<file path="src/rtl/div_arb_pkg.sv">
// div_arb_pkg: shared state encoding and default constants for the divider arbiter
package div_arb_pkg;
   typedef enum logic [2:0] {IDLE, START, WAIT_BUSY, WAIT_READY, DONE} state_e;
   localparam int DEF_NREQ = 3;
   localparam int DEF_WD = 26;
   localparam int DEF_WQ = 16;
   localparam int DEF_TIMEOUT = 64;
   localparam logic [63:0] SAT_ONES = '1;
endpackage

</file>
<file path="src/rtl/rr_arbiter.sv">
// rr_arbiter: combinational round-robin pick, search starts one past the last served requester
//   req_i   request vector
//   ptr_i   index of the last served requester
//   pick_o  one-hot winner, 0 when no request
//   idx_o   winner index
module rr_arbiter #(
   parameter int NREQ = 3,
   localparam int WI = $clog2(NREQ)
) (
   input  logic [NREQ-1:0] req_i,
   input  logic [WI-1:0]   ptr_i,
   output logic [NREQ-1:0] pick_o,
   output logic [WI-1:0]   idx_o
);
   logic [WI-1:0] j;
   always_comb begin
      idx_o = '0;
      j = '0;
      // walk from farthest to nearest so the nearest requester after ptr_i is written last
      for (int k = NREQ; k >= 1; k--) begin
         j = WI'((int'(ptr_i) + k) % NREQ);
         if (req_i[j]) idx_o = j;
      end
      pick_o = (|req_i) ? NREQ'(1) << idx_o : '0;
   end
endmodule

</file>
<file path="src/rtl/div_arbiter.sv">
// div_arbiter: round-robin sharing of one sequential divider with div-by-zero and hang protection
//   clk, rst                    clock, synchronous active-high reset
//   req, req_dividend/divisor   per-requester level request and flattened operands
//   grant, done, result, err    owner, completion pulse, held quotient, saturation flag
//   arb_busy                    high outside IDLE
//   div_start/dividend/divisor  divider command side
//   div_busy/ready/quotient     divider response side
module div_arbiter
   import div_arb_pkg::*;
#(
   parameter int NREQ = DEF_NREQ,
   parameter int WD = DEF_WD,
   parameter int WQ = DEF_WQ,
   parameter int TIMEOUT = DEF_TIMEOUT
) (
   input  logic             clk,
   input  logic             rst,
   input  logic [NREQ-1:0]  req,
   input  logic [NREQ*WD-1:0] req_dividend,
   input  logic [NREQ*WD-1:0] req_divisor,
   output logic [NREQ-1:0]  grant,
   output logic [NREQ-1:0]  done,
   output logic [WQ-1:0]    result,
   output logic             err,
   output logic             arb_busy,
   output logic             div_start,
   output logic [WD-1:0]    div_dividend,
   output logic [WD-1:0]    div_divisor,
   input  logic             div_busy,
   input  logic             div_ready,
   input  logic [WQ-1:0]    div_quotient
);
   localparam int WI = $clog2(NREQ);
   localparam int WT = $clog2(TIMEOUT + 1);
   localparam logic [WQ-1:0] SAT = SAT_ONES[WQ-1:0];
   state_e state_q, state_d;
   logic [WI-1:0] owner_q, owner_d, ptr_q, ptr_d, pick_idx;
   logic [NREQ-1:0] grant_q, grant_d, done_q, done_d, pick;
   logic [WQ-1:0] result_q, result_d, cap_q, cap_d;
   logic err_q, err_d, sat_q, sat_d, busy_q, start_q, start_d;
   logic [WD-1:0] dvd_q, dvd_d, dvs_q, dvs_d;
   logic [WT-1:0] cnt_q, cnt_d;
   logic [WD-1:0] dvd_arr [NREQ];
   logic [WD-1:0] dvs_arr [NREQ];
   for (genvar g = 0; g < NREQ; g++) begin : g_ops
      assign dvd_arr[g] = req_dividend[g*WD +: WD];
      assign dvs_arr[g] = req_divisor[g*WD +: WD];
   end
   rr_arbiter #(.NREQ(NREQ)) u_rr (
      .req_i (req),
      .ptr_i (ptr_q),
      .pick_o(pick),
      .idx_o (pick_idx)
   );
   always_comb begin
      state_d = state_q;
      owner_d = owner_q;
      ptr_d = ptr_q;
      grant_d = grant_q;
      done_d = '0;
      result_d = result_q;
      err_d = 1'b0;
      cap_d = cap_q;
      sat_d = sat_q;
      dvd_d = dvd_q;
      dvs_d = dvs_q;
      cnt_d = cnt_q;
      start_d = 1'b0;
      case (state_q)
         IDLE: if (|req) begin
            state_d = START;
            owner_d = pick_idx;
            grant_d = pick;
            dvd_d = dvd_arr[pick_idx];
            dvs_d = dvs_arr[pick_idx];
            // strobe is registered, so it is decided here to land exactly in START
            start_d = |dvs_arr[pick_idx];
         end
         START: begin
            cnt_d = '0;
            sat_d = ~|dvs_q;
            cap_d = SAT;
            state_d = |dvs_q ? WAIT_BUSY : DONE;
         end
         WAIT_BUSY, WAIT_READY: if (div_ready) begin
            cap_d = div_quotient;
            sat_d = 1'b0;
            state_d = DONE;
         end else if (cnt_q == WT'(TIMEOUT - 1)) begin
            cap_d = SAT;
            sat_d = 1'b1;
            state_d = DONE;
         end else begin
            cnt_d = cnt_q + 1'b1;
            state_d = (state_q == WAIT_BUSY && div_busy) ? WAIT_READY : state_q;
         end
         DONE: begin
            done_d = grant_q;
            result_d = cap_q;
            err_d = sat_q;
            grant_d = '0;
            ptr_d = owner_q;
            state_d = IDLE;
         end
         default: state_d = IDLE;
      endcase
   end
   always_ff @(posedge clk) begin
      if (rst) begin
         state_q <= IDLE;
         owner_q <= '0;
         ptr_q <= WI'(NREQ - 1);
         grant_q <= '0;
         done_q <= '0;
         result_q <= '0;
         err_q <= 1'b0;
         cap_q <= '0;
         sat_q <= 1'b0;
         busy_q <= 1'b0;
         start_q <= 1'b0;
         dvd_q <= '0;
         dvs_q <= '0;
         cnt_q <= '0;
      end else begin
         state_q <= state_d;
         owner_q <= owner_d;
         ptr_q <= ptr_d;
         grant_q <= grant_d;
         done_q <= done_d;
         result_q <= result_d;
         err_q <= err_d;
         cap_q <= cap_d;
         sat_q <= sat_d;
         busy_q <= state_d != IDLE;
         start_q <= start_d;
         dvd_q <= dvd_d;
         dvs_q <= dvs_d;
         cnt_q <= cnt_d;
      end
   end
   assign grant = grant_q;
   assign done = done_q;
   assign result = result_q;
   assign err = err_q;
   assign arb_busy = busy_q;
   assign div_start = start_q;
   assign div_dividend = dvd_q;
   assign div_divisor = dvs_q;
endmodule

</file>
<file path="config.mk">
export PLATFORM = sky130hd
export DESIGN_NAME = div_arbiter
export DESIGN_NICKNAME = d
export VERILOG_FILES = /design/src/rtl/div_arb_pkg.sv /design/src/rtl/rr_arbiter.sv /design/src/rtl/div_arbiter.sv
export SDC_FILE = /design/constraint.sdc
export NUM_CORES = 1
export LEC_CHECK = 0
export CAP_MARGIN = 10
export CORE_ASPECT_RATIO = 0.6
export CORE_MARGIN = 5
export CORE_UTILIZATION = 42
export CTS_BUF_LIST = sky130_fd_sc_hd__clkbuf_8
export CTS_CLUSTER_DIAMETER = 60
export DETAILED_ROUTE_END_ITERATION = 12
export MAX_ROUTING_LAYER = met4
export PLACE_DENSITY = 0.83
export SYNTH_ARGS = -nofsm -noshare
export SYNTH_HDL_FRONTEND = slang
export SYNTH_SLANG_ARGS = --single-unit
</file>
<file path="constraint.sdc">
create_clock -name clk -period 3.55 [get_ports clk]
set_input_delay 0.71 -clock clk [delete_from_list [all_inputs] [get_ports clk]]
set_output_delay 0.71 -clock clk [all_outputs]
set_load 0.01 [all_outputs]
</file>
==> results.cfg, run 1 <==
[run_status]
status = completed

[clock_network]
postCtsSetupBuffers = 0
root_buffer = clkbuf_8
clkTransAtPathRegs_ns = 0.12
clkSinkCount = 108
ctsResizeCount = 0
cts_max_level = 3
holdBufCountCts = 0
cts_tree = done
numCtsBuffers = 9
insertion_delay_ns = 0.37
ctsLongestPathBuffers = 2

[grt]
grt_pass1_vias = 5296
grtUsageTotal_pct = 25.7
grt_max_degree = 70
gr-total-overflow = 0
antenna_found_initial = 0
grt_pass1_wl_um = 28900

[placement]
gp_congestion = 0.964
place_hpwl_um = 14900
pre_cts_ws_ns = 0.0224
io_buffers = 255

[sta]
worst_pin_slew_ns = 1.14
fin_crit_sh_pct = 93.5
slew_headroom_pct = 24.2
min_period_ns = 3.32
finalHoldViolCount = 0
finClkSkew_ns = 0.0133
totalNegativeSetupSlack_ns = 0
timing.final.ws_setup_ns = 0.229
setup_viol = 0
max_clock_freq_mhz = 301
final_max_slew_viol_count = 0
rsz0062_at_grt = no

[floorplan]
die-area_sq_mm = 0.0147
start_util_pct = 43.0
die-width_um = 153
rows = 31
die_h_um = 96.0
num_io_pins = 256
core_area_sq_mm = 0.0121

[yosys]
synthAdderAreaFrac_pct = 1.21
synthCells = 682
ys_ff_latch = 108
yosysWarnings = 0
synth_ff_type = dfxtp_1
synth-xor-area-share_pct = 0.845
yosysUniqueCellTypes = 53
synth_compound_area_share_pct = 20.5
synth_top_family_by_area = simple AND/OR/NAND/NOR gates
postSynthNetCount = 866
synthSimpleGateAreaFrac_pct = 29.5
synth_seq_area_share_pct = 41.7
synthMuxAreaShare_pct = 0.604
synth_area_per_cell_sq_um = 7.60
synth_edf_count = 0
ys_async_sr_fraction_pct = 0
syn_area_sq_mm = 0.00518

[finish]
fillers = 1042
nNetsFinal = 1102
drive_above_1_share_pct = 7.15
area_delta_synth_final_pct = 55.9
antenna-diode-count = 0

[detailed_routing]
dr.pass1.iters = 4
antenna_left = 0
vias = 5702
highest_layer = met4
dr_wl_met3_um = 1860
drt-vias-per-instance = 5.24
wl_met2_um = 8210
wl_per_cell_um = 17.6
drt-total-wl_um = 19100
drc_errors = 0
wl_met1_um = 8850
first_iter_violations = 305

[worst_setup_path]
crit_path_end_kind = register
worst_path_largest_cell_delay_ns = 0.52
required_ns = 3.82
cp.arrival_ns = 3.59
worst-path-max-fanout = 13
startpoint_type = register
crit_slowest_cell = ha_1
path_cells = inv_1 > ha_1 > mux2i_1 > o22ai_1 > a221o_1 > and3_4 > buf_4 > a221o_2 > nor3_1 > nand4_1 > o31a_1
worstRegToRegCells = 11
crit_type = reg2reg

[hold_path]
whs_path_depth = 2
hp-class = reg2reg

[run]
maxCapViolCount = 0

[power_and_ir_drop]
ir_drop_mv = 0.209
p_leak_uw = 0.00306
p_per_area_mw_per_mm2 = 410
cell usage in the layout (no fill, tap or decap), drive strengths merged, types with 3 or more instances in the layout:
cell / count
a211oi: 5
a21oi: 78
a221o: 20
a311oi: 26
a31oi: 6
and2: 20
and3: 4
buf: 22
clkbuf: 9
clkdlybuf4s50: 254
clkinv: 4
dfxtp: 108
ha: 5
inv: 10
nand2: 157
nand2b: 6
nand3: 8
nand3b: 3
nand4: 6
nor2: 101
nor3: 20
nor3b: 4
nor4: 9
o211ai: 4
o21ai: 4
xor2: 3
worst paths after layout:
| path | start | end | slack [ns] |
|---|---|---|---|
| max | ptr_q[0]$_SDFFE_PP0P_ | div_start$_SDFF_PP0_ | 0.23 |
| min | owner_q[0]$_SDFFE_PP0P_ | ptr_q[0]$_SDFFE_PP0P_ | 0.45 |
| max reg2reg | ptr_q[0]$_SDFFE_PP0P_ | div_start$_SDFF_PP0_ | 0.23 |
| min reg2reg | owner_q[0]$_SDFFE_PP0P_ | ptr_q[0]$_SDFFE_PP0P_ | 0.45 |
sequential cells by signal (all words and copies together), names as in the netlist:
register / count
div_start: 1
sat_q: 1
cap_q: 16
result: 16
state_q: 3
err: 1
div_dividend: 26
cnt_q: 7
done: 3
owner_q: 2
div_divisor: 26
arb_busy: 1
grant: 3
ptr_q: 2
synthesized netlist by cell type (all sizes together) (4+ instances only):
library cell / instances / area [sq um]
nor3b: 4 / 30.0
a31oi: 6 / 37.5
a311oi: 26 / 228
o211ai: 4 / 30.0
nand2b: 6 / 37.5
and3: 4 / 31.3
nand3: 8 / 40.0
a221o: 20 / 219
o21ai: 4 / 20.0
nor2: 101 / 379
buf: 10 / 68.8
nand2: 157 / 589
nand4: 6 / 37.5
inv: 8 / 30.0
nor4: 9 / 62.6
nor3: 20 / 100
ha: 5 / 62.6
a211oi: 5 / 37.5
and2: 20 / 129
a21oi: 78 / 390
clkbuf: 40 / 180
dfxtp: 108 / 2160
cells by family after synthesis:
group                      after synthesis
muxes                                    3
DFF                                    108
and+or+nand+nor                        347
buffers and inverters                   59
adders and majority gates                5
xor gates and xnor gates                 5
AOI/OAI and AO/OA                      155
metal layers:
| layer | up-vias | GRT usage (%) |
|---|---|---|
| met1 | 2640 | 34.7 |
| met4 | 0 | 4.56 |
| li1 | 2834 | - |
| met2 | 211 | 37.2 |
| met5 | - | - |
| met3 | 17 | 9.79 |
where the power goes:
group | leakage (uW) | internal, uW | total, uW | switching [uW]
Combinational | 0.00207 | 567 | 1120 | 555
Clock | 0.000100 | 282 | 751 | 469
Sequential | 0.000886 | 1350 | 1440 | 85.5
Total | 0.00306 | 2200 | 3310 | 1110
through the flow:
stage                     cell area [sq um]  util (%)  power (uW)  hold slack [ns]  cells
after floorplan                        5180         -        2000            0.432    682
after global placement                 7870      65.2        2570            0.439   1072
after detailed placement               7870      65.2        2570            0.443   1072
after CTS                              8080      67.0        3320            0.452   1088
after global routing                   8080      67.0        3500            0.460   1088
final                                  8080      67.0        3310            0.446   1088
worst max-delay path: cells and delay by family (launching register included):
family / cells / cell delay (ns)
AO/OA/AOI/OAI: 4 / 1.17
adder cells (fa/ha/maj): 1 / 0.52
buffers and inverters: 2 / 0.24
flip-flops: 1 / 0.39
multiplexers: 1 / 0.23
AND/OR/NAND/NOR: 3 / 0.66
area by class of cell:
class / count / area [sq um] / area share (%)
repair buffers: 276 / 2720 / 33.7
flip-flops and latches: 108 / 2160 / 26.8
well taps: 165 / 206 / 2.56
inverters: 8 / 30.0 / 0.372
clock buffers: 9 / 124 / 1.53
multi-input cells: 515 / 2750 / 34.1
clock inverters: 7 / 85.1 / 1.05
Note: power is estimated with default switching activity, not from simulation.
==> inputs of run 2 (changes only) <==
- ABC_CLOCK_PERIOD_IN_PS: not set -> 4300
- CORE_UTILIZATION: 42 -> 45
- PLACE_DENSITY: 0.83 -> 0.88
- SYNTH_HIERARCHICAL: not set -> 1
- clock period: 3.55 -> 4.3 ns (I/O delays scaled with it)
==> run 2 against run 1 <==
  * Via count decreased by 3.1%
  * Cell count down 7.4%
  * Sequential cell count did not move
  * Clock power shrank 13%
  * Highest routed layer unchanged
  * Clock skew decreased by 0.00091 ns
  * Critical endpoint is now div_dividend[6]$_SDFFE_PP0P_
  * Synthesized cell count shrank 9.4%
  * Register-to-register slack better by 0.48 ns
  * Area after synthesis up 1.9%
  * Sequential power is 16% lower
  * Power shrank 17%
==> results.cfg, run 2 <==
[yosys]
ys_ff_latch = 108
yosysMostFrequentCell = nor2_1
ys_async_sr_fraction_pct = 0
synth_area_per_cell_sq_um = 8.54
synth_top_area_cell = dfxtp_1
syn_area_sq_mm = 0.00528
synth_area_leaders = dfxtp_1, mux2i_1, nor2_1
yosysWarnings = 6
synth_edf_count = 0
synthCells = 618
synth_top_cells_by_count = nor2_1, dfxtp_1, a211oi_1, nand2_1, mux2i_1
synth_top_area_share_pct = 41.0
yosysUniqueCellTypes = 45
synth_seq_area_share_pct = 41.0
synth_ff_type = dfxtp_1
postSynthNetCount = 802

[hold_path]
hp-start = cap_q[9]$_SDFFE_PP0P_
hp-class = reg2reg
whs_path_depth = 2
min_to = result[9]$_SDFFE_PP0P_

[detailed_routing]
first_iter_violations = 329
drt-total-wl_um = 19000
dr.pass1.iters = 5
vias = 5526
wl_per_cell_um = 18.9
antenna_left = 0
drt-vias-per-instance = 5.49
drc_errors = 0

[clock_network]
insertion_delay_ns = 0.38
cts_max_level = 3
clkSinkCount = 108
postCtsSetupBuffers = 0
cts_tree = done
ctsResizeCount = 0
ctsLongestPathBuffers = 2
clkTransAtPathRegs_ns = 0.10
holdBufCountCts = 0
root_buffer = clkbuf_8
numCtsBuffers = 9

[finish]
antenna-diode-count = 0
layout_common_cells = clkdlybuf4s50_1, nor2_1, dfxtp_1
layout_commonest_cell = clkdlybuf4s50_1
area_delta_synth_final_pct = 52.3
drive_above_1_share_pct = 5.19
final_area_sq_mm = 0.00804
nNetsFinal = 1026

[grt]
gr-total-overflow = 0
grt_pass1_wl_um = 29000
grtUsageTotal_pct = 26.9
grt_pass1_vias = 5603
grt_max_degree = 105
antenna_found_initial = 0

[worst_setup_path]
r2r_setup_slack_ns = 0.71
worst-path-max-fanout = 22
r2r_start = ptr_q[0]$_SDFFE_PP0P_
worstRegToRegCells = 12
worst_path_largest_cell_delay_ns = 0.66
path_cells = clkdlybuf4s50_1 > nand2_1 > nor4_1 > o21bai_4 > buf_4 > buf_4 > mux2i_1 > nor2_1 > a211oi_1 > nor3_1
path_common_cell = buf_4
crit_family = buffers and inverters
required_ns = 4.52
startpoint_type = input pin
crit_type = in2reg
crit_slowest_cell = clkdlybuf4s50_1
r2r-end = div_dividend[6]$_SDFFE_PP0P_
crit_path_end_kind = register
cp.arrival_ns = 3.96
critical_path_buf_inv_count = 3

[floorplan]
die-area_sq_mm = 0.0141
core_area_sq_mm = 0.0114
rows = 30
die-width_um = 150
start_util_pct = 46.4
die_h_um = 93.9
num_io_pins = 256

[sta]
finalHoldViolCount = 0
final_max_slew_viol_count = 0
rsz0062_at_grt = no
worst_pin_slew_ns = 1.11
totalNegativeSetupSlack_ns = 0
setup_viol = 0
fin_crit_sh_pct = 87.0
min_period_ns = 3.74
max_clock_freq_mhz = 267
timing.final.ws_setup_ns = 0.558
slew_headroom_pct = 26.0
finClkSkew_ns = 0.0124

[placement]
place_hpwl_um = 14600
pre_cts_ws_ns = 0.157
place_area_sq_mm = 0.00781
io_buffers = 255
gp_congestion = 0.962

[power_and_ir_drop]
power_frac_comb_pct = 32.4
p_per_area_mw_per_mm2 = 344
p_leak_uw = 0.00290
p_int_uw = 1880
clock_power_share_pct = 23.7
p_seq_share_pct = 43.9
swShare_pct = 31.9
power_switching_uw = 880
ir_drop_mv = 0.199

[run]
maxCapViolCount = 0

[run_status]
status = completed
[run 2: cell types whose count changed after synthesis, sizes merged, moves of 23 or more]
| cell | change |
|---|---|
| nand2 | -102 |
| a2bb2oi | +26 |
| nor3 | +25 |
| a21oi | -48 |
| a311oi | -26 |
| a211oi | +52 |
| mux2i | +50 |
| nor2 | +23 |
[run 2: area by class of cell]
class                           instances  area (sq um)
Inverter                                8          30.0
Sequential cell                       108          2160
Clock inverter                          6          70.1
Timing Repair Buffer                  263          2620
Multi-Input combinational cell        452          2820
Tap cell                              160           200
Fill cell                             871          3330
Clock buffer                           10           138
[run 2: routing by layer]
| layer | GRT usage (%) | share of wire (%) | wire length, um | up-vias |
|---|---|---|---|---|
| li1 | - | - | - | 2643 |
| met1 | 31.6 | 40 | 7680 | 2588 |
| met2 | 44.4 | 47 | 8980 | 262 |
| met3 | 9.55 | 11 | 2030 | 33 |
| met4 | 6.93 | 1.7 | 330 | 0 |
| met5 | - | 0 | 0 | - |
[run 2: worst max-delay path by stage]
stage	from	end	slack (ns)	depth (start not counted)
finish	req[2]	div_dividend[6]$_SDFFE_PP0P_	0.56	10
global route	req[2]	div_dividend[6]$_SDFFE_PP0P_	0.28	10
CTS	req[0]	div_start$_SDFF_PP0_	0.53	10
detailed placement	req[0]	div_start$_SDFF_PP0_	0.16	10
global placement	req[0]	div_start$_SDFF_PP0_	0.32	10
floorplan	req[0]	div_start$_SDFF_PP0_	1.57	11
[run 2: kinds of logic after synthesis]
family                   count (synthesis)  share of synthesized area, %
buffers and inverters                   58                          6.24
adder cells (fa/ha/maj)                  5                          1.19
AND/OR/NAND/NOR                        264                          22.9
multiplexers                            53                          10.1
flip-flops                             108                          41.0
AO/OA/AOI/OAI                          127                          18.1
XOR/XNOR                                 3                         0.498
[run 2: power groups by stage]
stage               combinational (uW)  sequential (uW)  clock (uW)
finish                             896             1210         654
global route                       974             1230         704
detailed placement                 888             1230           0
CTS                                894             1210         664
floorplan                          421             1250           0
global placement                   869             1230           0
[run 2: worst register-to-register path: stages (launching register included)]
cell	delay [ns]
dfxtp_1	0.39
inv_1	0.08
ha_1	0.43
nand2_1	0.11
o211a_1	0.15
nor4_1	0.35
o21bai_4	0.41
buf_4	0.39
buf_4	0.41
mux2i_1	0.25
nor2_1	0.06
a211oi_1	0.35
nor3_1	0.08
[run 2: metrics by stage]
| stage | std cells | total power [uW] | utilization, % | hold WS [ns] |
|---|---|---|---|---|
| after CTS | 1006 | 2770 | 70.5 | 0.459 |
| after floorplan | 618 | 1670 | - | 0.432 |
| after global placement | 990 | 2100 | 68.7 | 0.437 |
| after global routing | 1007 | 2910 | 70.7 | 0.484 |
| final | 1007 | 2760 | 70.7 | 0.455 |
| after detailed placement | 990 | 2120 | 68.7 | 0.446 |
==> inputs of run 3 (changes only) <==
- CORE_UTILIZATION: 45 -> 30
- PLACE_DENSITY: 0.88 -> not set
- SKIP_LAST_GASP: not set -> 1
==> run 3 against run 2 <==
  * Clock power shrank 2%
  * Hold slack gained 0.0036 ns
  * Utilization shrank 24 points
  * Wire length grew 0.32%
  * Worst setup slack gained 0.038 ns
  * Design area grew 0.96%
  * Combinational power is essentially flat
  * Sequential share of layout area shrank 0.26 points
  * Largest cell class unchanged
==> results.cfg, run 3 (synthesis results as in run 2) <==
[floorplan]
die-width_um = 181
rows = 37
die-area_sq_mm = 0.0204
core_area_sq_mm = 0.0172
start_util_pct = 30.6
num_io_pins = 256
die_h_um = 113

[finish]
layout_commonest_cell = clkdlybuf4s50_1
layout_common_cells = clkdlybuf4s50_1, nor2_1, dfxtp_1
antenna-diode-count = 0
drive_above_1_share_pct = 4.85
nNetsFinal = 1025
fin_cells = 1080
area_delta_synth_final_pct = 53.8

[detailed_routing]
drc_errors = 0
first_iter_violations = 379
wl_per_cell_um = 17.7
dr.pass1.iters = 5
vias = 5277
antenna_left = 0
drt-total-wl_um = 19100
drt-vias-per-instance = 4.89

[grt]
grt_pass1_wl_um = 30200
grtUsageTotal_pct = 19.0
antenna_found_initial = 0
gr-total-overflow = 0
grt_max_degree = 73
grt_pass1_vias = 5353

[run_status]
status = completed

[worst_setup_path]
worst-path-max-fanout = 29
cp.arrival_ns = 3.91
worst_path_largest_cell_delay_ns = 0.99
r2r_start = ptr_q[0]$_SDFFE_PP0P_
required_ns = 4.51
path_cells = clkdlybuf4s50_1 > nand2_1 > o21bai_4 > nor2b_4 > a2bb2oi_1 > nand4_1 > nor4_1 > a211oi_1
crit_type = in2reg
r2r-end = div_start$_SDFF_PP0_
crit_path_end_kind = register
crit_slowest_cell = o21bai_4
startpoint_type = input pin
worstRegToRegCells = 11
r2r_setup_slack_ns = 0.78
crit_end = div_start$_SDFF_PP0_
cp-startpoint = req[2]

[clock_network]
root_buffer = clkbuf_8
ctsLongestPathBuffers = 2
postCtsSetupBuffers = 0
ctsResizeCount = 0
clkSinkCount = 108
insertion_delay_ns = 0.36
cts_tree = done
cts_max_level = 3
clkTransAtPathRegs_ns = 0.11
holdBufCountCts = 0
numCtsBuffers = 9

[sta]
finalHoldViolCount = 0
hold_ws_ns = 0.459
slew_headroom_pct = 17.4
worst_pin_slew_ns = 1.24
rsz0062_at_grt = no
max_clock_freq_mhz = 270
setup_viol = 0
totalNegativeSetupSlack_ns = 0
min_period_ns = 3.70
finClkSkew_ns = 0.0114
final_max_slew_viol_count = 0
timing.final.ws_setup_ns = 0.597
fin_crit_sh_pct = 86.1

[placement]
placed_cells_incl_taps = 1064
pre_cts_ws_ns = 0.204
gp_congestion = 0.914
io_buffers = 255
place_hpwl_um = 14400

[run]
maxCapViolCount = 0

[hold_path]
hp-start = cap_q[15]$_SDFFE_PP0P_
hp-class = reg2reg

[power_and_ir_drop]
ir_drop_mv = 0.174
clock_power_share_pct = 23.5
p_total_uw = 2740
p_per_area_mw_per_mm2 = 338
swShare_pct = 31.5
p_seq_share_pct = 43.9
p_int_uw = 1880
power_switching_uw = 863
p_leak_uw = 0.00290
power_frac_comb_pct = 32.6
run 3: worst max-delay path: cells and delay by family:
| kind | cells | cell delay (ns) |
|---|---|---|
| buffers and inverters | 1 | 0.65 |
| AO/OA/AOI/OAI | 3 | 1.45 |
| AND/OR/NAND/NOR | 4 | 0.92 |
run 3: cell type report:
class | count | area, sq um
tap | 234 | 293
clock inverter | 6 | 62.6
timing repair buffer | 262 | 2620
fill | 1694 | 9100
multi-input combinational | 452 | 2820
clock buffer | 10 | 138
inverter | 8 | 30.0
sequential | 108 | 2160
run 3: worst min path at each step:
stage                              endpoint  slack, ns  depth (start not counted)
floorplan             ptr_q[0]$_SDFFE_PP0P_       0.43                          2
global placement    result[12]$_SDFFE_PP0P_       0.44                          2
detailed placement    ptr_q[0]$_SDFFE_PP0P_       0.44                          2
CTS                   ptr_q[0]$_SDFFE_PP0P_       0.46                          2
global route          ptr_q[0]$_SDFFE_PP0P_       0.48                          2
finish              result[15]$_SDFFE_PP0P_       0.46                          2
run 3: stage by stage:
step,util (%),instance area [sq um]
CTS,47.1,8120
floorplan,-,5280
finish,47.1,8120
global placement,46.0,7920
detailed placement,46.0,7920
global route,47.1,8120
run 3: power by group through the flow:
stage / clock [uW] / combinational [uW] / sequential, uW
after floorplan: 0 / 421 / 1250
after global placement: 0 / 908 / 1230
after detailed placement: 0 / 901 / 1230
after CTS: 673 / 906 / 1210
after global routing: 712 / 982 / 1220
final: 643 / 894 / 1200
run 3: metal layers:
| layer | part of all wire [%] | routed length [um] | track usage, % |
|---|---|---|---|
| met1 | 48 | 9120 | 25.8 |
| met3 | 9.2 | 1750 | 6.87 |
| met4 | 0.71 | 135 | 3.15 |
| met5 | 0 | 0 | - |
| met2 | 42 | 8070 | 27.7 |
==> edit 1: new RTL, config.mk and constraints of run 3 <==
The package constant `DEF_WQ` goes from 16 to 8.
--- a/src/rtl/div_arb_pkg.sv
+++ b/src/rtl/div_arb_pkg.sv
@@ -4,5 +4,5 @@
    localparam int DEF_NREQ = 3;
    localparam int DEF_WD = 26;
-   localparam int DEF_WQ = 16;
+   localparam int DEF_WQ = 8;
    localparam int DEF_TIMEOUT = 64;
    localparam logic [63:0] SAT_ONES = '1;
Ports: changed (resized div_quotient and result); port bits go from 256 to 240. The function was not compared with the original's and may differ.
==> edit 1 against run 3 <==
- routed wire length shrank 13%
- worst setup slack improved by 0.21 ns
- cell area fell by 9.6%
- clock skew is 0.0014 ns lower
- clock power down 11%
- area after synthesis is 12% lower
- sequential cell count fell by 16
- core utilization grew 0.86 points
- global-route usage down 0.59 points
- register-to-register slack better by 0.17 ns
- total power down 10%
==> edit 1: results (changes against run 3) <==
Run status
  – Outcome: finished, final reports clean

Hold path
  – Hold Crit Class: flop to flop
  – Worst hold start: cap_q[4]$_SDFFE_PP0P_

Setup path
  – Worst-path maximum fanout: 28 (-3.4%)
  – CP Class: input port to flop
  – Delay-heaviest family, CP: simple AND/OR/NAND/NOR gates
  – CP startpoint: req[2]
  – Slowest CP cell: nor2b_4
  – CP peak stage delay: 0.69 ns (-0.30 ns)
  – Flop-to-flop setup slack: 0.95 ns (+0.17 ns)
  – R2R Path End: div_start$_SDFF_PP0_

Place
  – GPL Wtd Cong: 0.8714 (-4.7%)
  – Setup WS pre-CTS: 0.4184 ns (+0.2143 ns)
  – Inst Count DP: 955 (-10%)
  – Port-buffer cells: 239 (-6.3%)
  – Dpl hpwl: 13070 µm (-9.5%)

GRT
  – Total GRT Usage: 18.42% (-0.59 points)
  – First-pass GRT wire length: 25850 µm (-14%)
  – Largest net degree at the start of global routing: 60 (-18%)
  – Vias in the first global route: 4918 (-8.1%)

Layout
  – Layout cell share with drive strength beyond 1: 4.297% (-0.55 points)
  – Filler cells: 1483 (-12%)
  – Layout Nets: 939 (-8.4%)

Synth
  – Adder-cell share of the synthesized area: 1.347% (+0.16 points)
  – Compound-gate portion of the synthesized area: 19.23% (+1.1 points)
  – Synth cell types: 42 (-6.7%)
  – EDFF count, synth: 0 (unchanged)
  – Cells after Synth: 548 (-11%)
  – Synth Area in XOR/XNOR: 0.7543% (+0.26 points)
  – Top cells by count, synth: nor2_1, dfxtp_1, a211oi_1
  – Share of flip-flops with an asynchronous set or reset: 0% (unchanged)
  – Register area share after synthesis: 39.66% (-1.3 points)
  – Mapped Nets: 724 (-9.7%)
  – Mux contribution to synthesized area: 11.21% (+1.1 points)
  – Synth top area cells: dfxtp_1, mux2i_1, a211oi_1, nor2_1, a2bb2oi_1

Power and ir drop
  – Peak VDD IR: 0.1476 mV (-15%)
  – Leakage: 2.701 nW (-6.8%)
  – Internal power: 1.647 mW (-12%)

Clock network
  – Setup Fix Bufs, Post-CTS: 0 (unchanged)
  – Clk pin slew, worst setup/hold paths: around 0.1 ns
  – Clock tree buffer depth: 2 (unchanged)
  – Num CTS Buffers: 9 (unchanged)

Route
  – Via count: 4808 (-8.9%)
  – Vias/cell: 4.952 (+1.3%)
  – Drt total wl: 16580 µm (-13%)
  – Drt pass-1 iters: 4 (-1)
  – Iter 0 DRT Violations: 204 (-46%)

STA
  – Final Skew: 0.01006 ns (-0.001386 ns)
  – Max frequency: 0.2862 GHz (+6.0%)
  – Slew at the pin with the worst max-slew slack: 0.7017 ns (-0.5337 ns)
## edit 1: cell count changes after synthesis, moves of 8 or more
| cell | change |
|---|---|
| clkbuf_1 | -8 |
| a21oi_1 | -8 |
| nand2_1 | -15 |
| nor2_1 | -13 |
| dfxtp_1 | -16 |
## edit 1: stage by stage
stage / total power, mW / area, µm² / hold WS, ns / util (%)
global placement: 1.900 / 7137 / 0.4384 / 46.70
global route: 2.609 / 7335 / 0.4767 / 47.99
CTS: 2.494 / 7335 / 0.4583 / 47.99
detailed placement: 1.908 / 7137 / 0.4491 / 46.70
floorplan: 1.464 / 4644 / 0.4279 / -
finish: 2.454 / 7335 / 0.4546 / 47.99
## edit 1: area by class of cell
type	count	area [µm²]	area share, %
multi-input cells	408	2550	34.77
repair buffers	247	2472	33.71
flip-flops and latches	92	1842	25.11
well taps	203	254.0	3.463
clock buffers	10	137.6	1.876
clock inverters	6	60.06	0.8188
inverters	5	18.77	0.2559
## edit 1: metal layers
layer	up-vias	track usage, %	wire length, µm
met5	-	-	0
met3	19	6.429	1305
met1	2231	23.95	7720
li1	2400	-	-
met2	158	27.82	7369
met4	0	3.875	180
## edit 1: worst min-delay path by stage
stage	end	slack, ns	cells after the start
global route	result[4]$_SDFFE_PP0P_	0.48	2
global placement	cnt_q[6]$_SDFFE_PP0P_	0.44	2
detailed placement	result[5]$_SDFFE_PP0P_	0.45	2
CTS	result[4]$_SDFFE_PP0P_	0.46	2
floorplan	cnt_q[6]$_SDFFE_PP0P_	0.43	2
finish	result[4]$_SDFFE_PP0P_	0.45	2
## edit 1: power by group through the flow
stage	clock [mW]	combinational, mW	sequential (mW)
after floorplan	0	0.385	1.08
after detailed placement	0	0.852	1.06
final	0.575	0.842	1.04
after global routing	0.635	0.922	1.05
after global placement	0	0.848	1.05
after CTS	0.601	0.854	1.04
==> edit 2: new RTL, settings of run 3 <==
Made on the original files. Add an input register stage for `req_dividend`, `req_divisor`, `div_busy`, `div_ready` and `div_quotient`, cleared by the reset; this delays them by one clock. The other inputs are not delayed to match.
--- a/src/rtl/div_arbiter.sv
+++ b/src/rtl/div_arbiter.sv
@@ -34,4 +34,27 @@
    localparam int WT = $clog2(TIMEOUT + 1);
    localparam logic [WQ-1:0] SAT = SAT_ONES[WQ-1:0];
+
+   logic [NREQ*WD-1:0] req_dividend_q;
+   logic [NREQ*WD-1:0] req_divisor_q;
+   logic div_busy_q;
+   logic div_ready_q;
+   logic [WQ-1:0] div_quotient_q;
+
+   always_ff @(posedge clk) begin
+      if (rst) begin
+         req_dividend_q <= '0;
+         req_divisor_q  <= '0;
+         div_busy_q     <= '0;
+         div_ready_q    <= '0;
+         div_quotient_q <= '0;
+      end else begin
+         req_dividend_q <= req_dividend;
+         req_divisor_q  <= req_divisor;
+         div_busy_q     <= div_busy;
+         div_ready_q    <= div_ready;
+         div_quotient_q <= div_quotient;
+      end
+   end
+
    state_e state_q, state_d;
    logic [WI-1:0] owner_q, owner_d, ptr_q, ptr_d, pick_idx;
@@ -44,6 +67,6 @@
    logic [WD-1:0] dvs_arr [NREQ];
    for (genvar g = 0; g < NREQ; g++) begin : g_ops
-      assign dvd_arr[g] = req_dividend[g*WD +: WD];
-      assign dvs_arr[g] = req_divisor[g*WD +: WD];
+      assign dvd_arr[g] = req_dividend_q[g*WD +: WD];
+      assign dvs_arr[g] = req_divisor_q[g*WD +: WD];
    end
    rr_arbiter #(.NREQ(NREQ)) u_rr (
@@ -83,6 +106,6 @@
             state_d = |dvs_q ? WAIT_BUSY : DONE;
          end
-         WAIT_BUSY, WAIT_READY: if (div_ready) begin
-            cap_d = div_quotient;
+         WAIT_BUSY, WAIT_READY: if (div_ready_q) begin
+            cap_d = div_quotient_q;
             sat_d = 1'b0;
             state_d = DONE;
@@ -93,5 +116,5 @@
          end else begin
             cnt_d = cnt_q + 1'b1;
-            state_d = (state_q == WAIT_BUSY && div_busy) ? WAIT_READY : state_q;
+            state_d = (state_q == WAIT_BUSY && div_busy_q) ? WAIT_READY : state_q;
          end
          DONE: begin
Check against the original RTL: not equivalent (a bounded check fails within 4 cycles, from zero or initial values and one cycle with rst high).
==> edit 2 against run 3 <==
- worst setup slack improved by 0.21 ns
- sequential cell count rose by 174
- final cell count rose by 56%
- worst hold slack got worse by 0.0091 ns
- routed wire length rose by 45%
- total power rose by 140%
- via count rose by 42%
- synthesized cell count rose by 61%
- core utilization fell by 4.7 points
- area after synthesis rose by 87%
- cell area rose by 70%
- critical endpoint unchanged
- largest cell class is now flip-flops and latches
- largest power group unchanged
==> edit 2: results (changes against run 3) <==
Setup path
  – Slowest CP cell: nor4_1
  – Worst-path maximum fanout: 33 (+14%)
  – CP peak stage delay: 0.49 ns (-0.50 ns)
  – Crit path arrival time: 3.94 ns (+0.03 ns)
  – CP Class: flop to flop
  – CP startpoint: ptr_q[0]$_SDFFE_PP0P_

Layout
  – Layout Nets: 1416 (+38%)
  – Filler cells: 3122 (+84%)
  – Area Growth Syn to Fin: 39.45%

Run status
  – Outcome: finished, final reports clean

Power and ir drop
  – Clk pwr share: 38.6% (+15 points)
  – Sequential Power: 2.95 mW (+150%)
  – Sw frac: 26.42% (-5.1 points)
  – Internal power: 4.759 mW (+150%)
  – Leakage: 5.272 nW (+82%)

STA
  – Final Skew: 0.04610 ns (+0.03465 ns)
  – WHS: 0.4496 ns (-0.009117 ns)

GRT
  – Vias in the first global route: 7702 (+44%)
  – Initial antenna violation count: 2 (+2)
  – Largest net degree at the start of global routing: 100 (+37%)
  – Total GRT Usage: 15.09% (-3.9 points)

Synth
  – Cells after Synth: 993 (+61%)
  – Synth Area in XOR/XNOR: 0% (-0.50 points)
  – Top cells by count, synth: dfxtp_1, nor2b_1, nor2_1
  – Compound-gate portion of the synthesized area: 9.670% (-8.4 points)
  – Mux contribution to synthesized area: 5.265% (-4.9 points)
  – Adder-cell share of the synthesized area: 0.6328% (-0.55 points)
  – Register area share after synthesis: 57.11% (+16 points)
  – Mapped Nets: 1177 (+47%)

Place
  – DP Area: 0.01281 mm² (+62%)
  – Inst Count DP: 1612 (+52%)
  – Dpl hpwl: 19640 µm (+36%)
  – Setup WS pre-CTS: 0.2557 ns (+0.05160 ns)

Clock network
  – Num CTS Buffers: 42 (+33)
  – Clk_lat worst skew: 0.60 ns (+0.24 ns)
  – Clk pin slew, worst setup/hold paths: 0.07 ns (-0.04 ns)
  – Clock H-tree levels: 2 (-1)

Route
  – Vias/cell: 4.440 (-9.1%)
  – Drt total wl: 27640 µm (+45%)
  – Drt pass-1 iters: 4 (-1)

Hold path
  – Worst hold start: cap_q[0]$_SDFFE_PP0P_
  – Hold EP: result[0]$_SDFFE_PP0P_
-- edit 2: cell types whose count changed after synthesis, moves of 4 or more --
cell,change
buf_6,-8
dfxtp_1,+174
clkbuf_1,+22
nor2b_1,+177
nor3_2,+4
-- edit 2: final cells by class --
type / instances / area [µm²] / share of cell area [%]
timing repair buffer: 265 / 2681 / 19.45
inverter: 7 / 26.28 / 0.1906
clock buffer: 51 / 701.9 / 5.092
clock inverter: 24 / 267.8 / 1.942
tap: 424 / 530.5 / 3.848
sequential: 282 / 5645 / 40.95
antenna: 2 / 5.005 / 0.03630
multi-input combinational: 634 / 3928 / 28.49
-- edit 2: per-layer routing --
metal | part of all wire (%) | vias up | track usage (%)
met5 | 0 | - | -
met4 | 2.3 | 0 | 4.876
met3 | 6.8 | 43 | 4.897
met2 | 44 | 199 | 22.56
met1 | 47 | 3441 | 19.52
li1 | - | 3816 | -
